[src/rtl/seg7_scan_decoder.sv]
// Readback monitor for a multiplexed active-low 7-segment bus.
// Rebuilds debounced per-digit BCD and flags illegal codes and anode faults.
module seg7_scan_decoder #(
  parameter int NUM_DIGITS    = 4,
  parameter int SETTLE_CYCLES = 2,
  parameter int STABLE_SCANS  = 2
) (
  input  logic                    clk,
  input  logic                    rst,
  input  logic [6:0]              seg7,
  input  logic [NUM_DIGITS-1:0]   an,
  output logic [4*NUM_DIGITS-1:0] bcd_out,
  output logic [NUM_DIGITS-1:0]   digit_valid,
  output logic                    err_pattern,
  output logic                    an_err,
  output logic                    frame_done
);

  localparam int SW = $clog2(SETTLE_CYCLES + 1);
  localparam int MW = $clog2(STABLE_SCANS + 1);
  localparam logic [SW-1:0] SETTLE_MAX = SW'(SETTLE_CYCLES);
  localparam logic [MW-1:0] STABLE_MAX = MW'(STABLE_SCANS);

  logic [6:0]                 seg_q;
  logic [NUM_DIGITS-1:0]      an_q, an_prev_q;
  logic [SW-1:0]              settle_q, settle_d;
  logic                       sampled_q, sampled_d;
  logic [NUM_DIGITS-1:0][3:0] cand_q, cand_d;
  logic [NUM_DIGITS-1:0][3:0] bcd_q, bcd_d;
  logic [NUM_DIGITS-1:0][MW-1:0] match_q, match_d;
  logic [NUM_DIGITS-1:0]      valid_q, valid_d;
  logic                       err_q, err_d;
  logic                       anerr_q, anerr_d;
  logic                       frame_q, frame_d;

  logic [NUM_DIGITS-1:0] an_low;
  logic                  an_eq;
  logic                  onehot;
  logic                  sample;
  logic [3:0]            dec_val;
  logic                  dec_ok;

  assign an_low      = ~an_q;
  assign an_eq       = (an_q == an_prev_q);
  assign onehot      = $onehot(an_low);
  assign bcd_out     = bcd_q;
  assign digit_valid = valid_q;
  assign err_pattern = err_q;
  assign an_err      = anerr_q;
  assign frame_done  = frame_q;

  // Dwell tracking: count stable clocks, allow one sample per dwell
  always_comb begin
    settle_d  = '0;
    sampled_d = 1'b0;
    sample    = 1'b0;
    if (an_eq) begin
      settle_d  = (settle_q == SETTLE_MAX) ? settle_q
                                           : settle_q + SW'(1);
      sample    = (settle_d == SETTLE_MAX) && !sampled_q;
      sampled_d = sampled_q | sample;
    end
  end

  // Exact-match segment decoder (gfedcba, active low)
  always_comb begin
    dec_ok  = 1'b1;
    dec_val = 4'd0;
    case (seg_q)
      7'b1000000: dec_val = 4'd0;
      7'b1111001: dec_val = 4'd1;
      7'b0100100: dec_val = 4'd2;
      7'b0110000: dec_val = 4'd3;
      7'b0011001: dec_val = 4'd4;
      7'b0010010: dec_val = 4'd5;
      7'b0000010: dec_val = 4'd6;
      7'b1111000: dec_val = 4'd7;
      7'b0000000: dec_val = 4'd8;
      7'b0010000: dec_val = 4'd9;
      default:    dec_ok  = 1'b0;
    endcase
  end

  // Per-digit debounce and error pulse generation on a sample
  always_comb begin
    cand_d  = cand_q;
    match_d = match_q;
    bcd_d   = bcd_q;
    valid_d = valid_q;
    err_d   = 1'b0;
    anerr_d = 1'b0;
    frame_d = 1'b0;
    if (sample && !onehot && an_low != '0) begin
      anerr_d = 1'b1;
    end
    for (int i = 0; i < NUM_DIGITS; i++) begin
      if (sample && onehot && an_low[i]) begin
        frame_d = (i == NUM_DIGITS - 1);
        if (dec_ok) begin
          if (dec_val == cand_q[i]) begin
            match_d[i] = (match_q[i] == STABLE_MAX) ? match_q[i]
                                                    : match_q[i] + MW'(1);
          end else begin
            cand_d[i]  = dec_val;
            match_d[i] = MW'(1);
          end
          if (match_d[i] == STABLE_MAX) begin
            bcd_d[i]   = dec_val;
            valid_d[i] = 1'b1;
          end
        end else begin
          err_d      = 1'b1;
          valid_d[i] = 1'b0;
          match_d[i] = '0;
        end
      end
    end
  end

  // State and registered outputs
  always_ff @(posedge clk or posedge rst) begin
    if (rst) begin
      seg_q     <= '1;
      an_q      <= '1;
      an_prev_q <= '1;
      settle_q  <= '0;
      sampled_q <= 1'b0;
      cand_q    <= '0;
      match_q   <= '0;
      bcd_q     <= '0;
      valid_q   <= '0;
      err_q     <= 1'b0;
      anerr_q   <= 1'b0;
      frame_q   <= 1'b0;
    end else begin
      seg_q     <= seg7;
      an_q      <= an;
      an_prev_q <= an_q;
      settle_q  <= settle_d;
      sampled_q <= sampled_d;
      cand_q    <= cand_d;
      match_q   <= match_d;
      bcd_q     <= bcd_d;
      valid_q   <= valid_d;
      err_q     <= err_d;
      anerr_q   <= anerr_d;
      frame_q   <= frame_d;
    end
  end

endmodule
[config.mk]
export PLATFORM = sky130hd
export DESIGN_NAME = seg7_scan_decoder
export DESIGN_NICKNAME = d
export VERILOG_FILES = /design/src/rtl/seg7_scan_decoder.sv
export SDC_FILE = /design/constraint.sdc
export NUM_CORES = 1
export LEC_CHECK = 0
export BUFFER_PORTS_ARGS = -buffer_cell sky130_fd_sc_hd__buf_2
export CORE_MARGIN = 4
export CORE_UTILIZATION = 50
export DETAILED_ROUTE_END_ITERATION = 8
export PLACE_DENSITY_LB_ADDON = 0.2
export SLEW_MARGIN = 30
export SYNTH_ARGS = -nofsm -noshare
export SYNTH_HDL_FRONTEND = slang
export SYNTH_SLANG_ARGS = --single-unit
[constraint.sdc]
create_clock -name clk -period 3.2 [get_ports clk]
set_clock_uncertainty 0.1 [all_clocks]
set_input_delay 0.64 -clock clk [delete_from_list [all_inputs] [get_ports clk]]
set_output_delay 0.64 -clock clk [all_outputs]
set_load 0.01 [all_outputs]
==> results by group <==
Finish
  – Commonest non-fill, non-tap cell in the layout: dfrtp_1
  – Share of layout cells above drive strength 1: 0.363
  – Nets: about 370
  – Area growth, synth to finish: 22.9%
  – Most frequent cells in the layout: dfrtp_1, buf_2, buf_4, inv_1, o21ai_0
  – Final Non-Filler Cells: 430
  – Number of diodes: 0

Routing
  – Via count: 2386
  – Vias per cell: 5.55
  – Pre-antenna DRT Iters: 4
  – Drt wl/cell: 15.7 um
  – DRC: 0
  – Total Wirelength: roughly 6700 um
  – Routed Antenna Nets: 0
  – 1st-iter DRT viols: 193

Clock tree
  – Root Driver: clkbuf_8
  – Clk sink count: 65
  – H-tree depth: 3
  – Cts bufs inserted: 9
  – Reg clk slew, reported paths: 80 ps
  – Clk_lat worst skew: 350 ps
  – CTS tree: built
  – CTS max path bufs: 2

Pwr
  – Sequential share of power: 0.482
  – Int Pwr: 1.35 mW
  – Clock network fraction of total power: 0.449
  – Switching pwr: approximately 0.42 mW
  – PwrDens: 454 nW/um^2
  – Leakage power total: 1.85 nW
  – Combinational power share: 0.069
  – Switching Share: 0.236
  – Worst IR Drop VDD: 0.000274 V

Critical path
  – Kind of critical path: register to register
  – Crit start category: register
  – Crit path from: an_q[1]$_DFF_PP1_
  – Worst r2r src: an_q[1]$_DFF_PP1_
  – CP max FO: 5
  – Critical Path RT: 3330 ps
  – Crit path DAT: ~3200 ps
  – Critical Path End Type: register

Die
  – Initial Utilization: 0.527
  – Row cnt: 28
  – Die footprint: between 7000 and 8000 sq um
  – Die height: 87.7 um
  – # IOs: 36
  – Core Area: roughly 6000 sq um
  – Die W: 87.7 um

Logic synthesis
  – Cell variety after synth: 57
  – Asr flop ratio synth: 1.00
  – Syn_nets: 308
  – Yosys reg bits: 65
  – Yosys warning count: 0
  – Synthesized-area fraction occupied by adder cells: 0.0378
  – Post-synthesis mux area share: 0.0614
  – Seq/Total Area, Yosys: 0.518
  – Post-synthesis cell area: between 3000 and 4000 sq um
  – Largest area contributor in the netlist: dfrtp_1
  – Top cells by area, synth: dfrtp_1, dfstp_2, o21ai_0
  – Compound-gate portion of the synthesized area: 0.124
  – Post-synthesis cell count: 286
  – XOR/XNOR Fraction of Synth Area: 0.0414
  – Simple-Gate Fraction of Synth Area: 0.167
  – Post-synth EDFFs: 0
  – Top-area cell type share of the netlist area: 0.394
  – Largest family of logic cells by synthesized area: simple AND/OR/NAND/NOR gates
  – Ys flop type: dfrtp_1
  – Syn avg cell area: 11.1 sq um

STA
  – Post-layout min period: 3090 ps
  – Maximum achievable frequency: 323 MHz
  – Final setup fails: 0
  – Max Slew Vio Count: 0
  – Final Hold Vio Count: 0
  – Setup TNS: 0 ps
  – Least-Margin Pin Slew: 651 ps
  – Slew margin rel.: 0.566
  – Final period util: 0.967
  – RSZ-0062 raised after global routing: true

GRT
  – Initial antenna violation count: 0
  – Global route hottest layer: met2
  – Met1 Use GR: 0.275
  – Pin count of the biggest net entering global routing: 36
  – Vias in the first global route: between 2000 and 2500
  – Met3 Use GR: 0.0405
  – Grt met2 use: 0.289
  – Grt ovf: 0
  – First-pass GRT wire length: roughly 11000 um
  – All-Layer GR Usage: 0.194

Placed design
  – Port Buffers: 35
  – Placer congestion estimate: 0.809
  – Cells after DPL: 413
  – HPWL Detailed: 4820 um

Worst hold path
  – Hold Crit Class: input port to asynchronous set/reset pin

Run
  – Max cap viols: 0

Status
  – Outcome: finished, final reports clean
-- through the flow --
stage               instance area [sq um]  utilization  setup slack, ps  power (mW)  hold slack [ps]
floorplan                            3230            -            -84.8       0.941              283
global placement                     3650        0.606            -29.3       0.984              304
detailed placement                   3650        0.606            -91.5       0.988              309
CTS                                  3880        0.644             13.0        1.78              277
global route                         3910        0.648            -13.9        1.84              273
finish                               3910        0.648              106        1.77              278
-- path summary, 6_finish.rpt --
kind	to	slack (ps)	cells past startpoint
setup / recovery	bcd_out[15]$_DFFE_PP0P_	110	11
hold / removal	bcd_out[9]$_DFFE_PP0P_	280	2
setup reg to reg	bcd_out[15]$_DFFE_PP0P_	110	11
hold reg to reg	an_prev_q[2]$_DFF_PP1_	320	0
max in group asynchronous	an_prev_q[3]$_DFF_PP1_	2030	3
min in group clk	seg_q[6]$_DFF_PP1_	290	1
-- power groups by stage --
stage	logic (mW)	clock network, mW	registers (mW)
6_report	0.123	0.795	0.854
5_1_grt	0.137	0.852	0.856
3_5_place_dp	0.119	0	0.869
4_1_cts	0.120	0.809	0.853
3_3_place_gp	0.116	0	0.868
2_1_floorplan	0.0750	0	0.866
-- Yosys cell counts, drive strengths merged (2+ instances only) --
cell type and n:
a21oi 5, a22oi 2, a2bb2oi 2, a32o 3, and2 2, and3 3
and3b 2, buf 4, clkbuf 6, dfrtp 50, dfstp 15, ha 8
inv 27, mux2 12, mux2i 6, nand2 21, nand2b 3, nand3 10
nand4 4, nor2 10, nor3 3, nor3b 4, nor4 13, o211ai 4
o21ai 26, o2bb2ai 3, o311ai 2, or4 6, xnor2 8, xor2 7
-- final cells by class --
| cell class | instances | area (sq um) |
|---|---|---|
| inverter | 28 | 118 |
| sequential | 65 | 1650 |
| multi-input combinational | 183 | 1420 |
| timing repair buffer | 63 | 398 |
| clock inverter | 6 | 90.1 |
| clock buffer | 10 | 138 |
| tap | 75 | 93.8 |
| fill | 498 | 2120 |
-- registers in the layout (all words and copies together), names as in the netlist, 2 cells and up --
register,flops
an_q,4
digit_valid,4
bcd_out,16
seg_q,7
an_prev_q,4
settle_q,2
cand_q,16
match_q,8
-- metal layers --
metal | vias up | share of wire
met5 | - | 0
met4 | 0 | 0.014
met3 | 12 | 0.061
met2 | 59 | 0.46
met1 | 1170 | 0.47
li1 | 1145 | -
-- worst max-delay path: stages, from the launching register on --
cell	delay (ps)
dfstp_2	540
fa_1	410
inv_1	80
ha_2	190
ha_4	200
nor2_2	80
nand2_2	80
or4_4	550
clkinv_8	70
nand2b_4	60
nor4_4	270
mux2_1	350
-- logic make-up after synthesis --
kind of cell    after synthesis
simple gates                 85
flops                        65
compound gates               56
buf+inv                      38
mux                          18
xor+xnor                     15
fa+ha+maj                     9
-- what timing repair did --
| action | in CTS | in global routing |
|---|---|---|
| resized for setup | 1 | 3 |
| hold buffers | 0 | 0 |
| hold endpoints to repair | 0 | 0 |
| endpoints found under the setup margin | 4 | 12 |
| setup buffers | 0 | 1 |
| pin swaps | 0 | 2 |
Power figures use the tool's default switching activity.
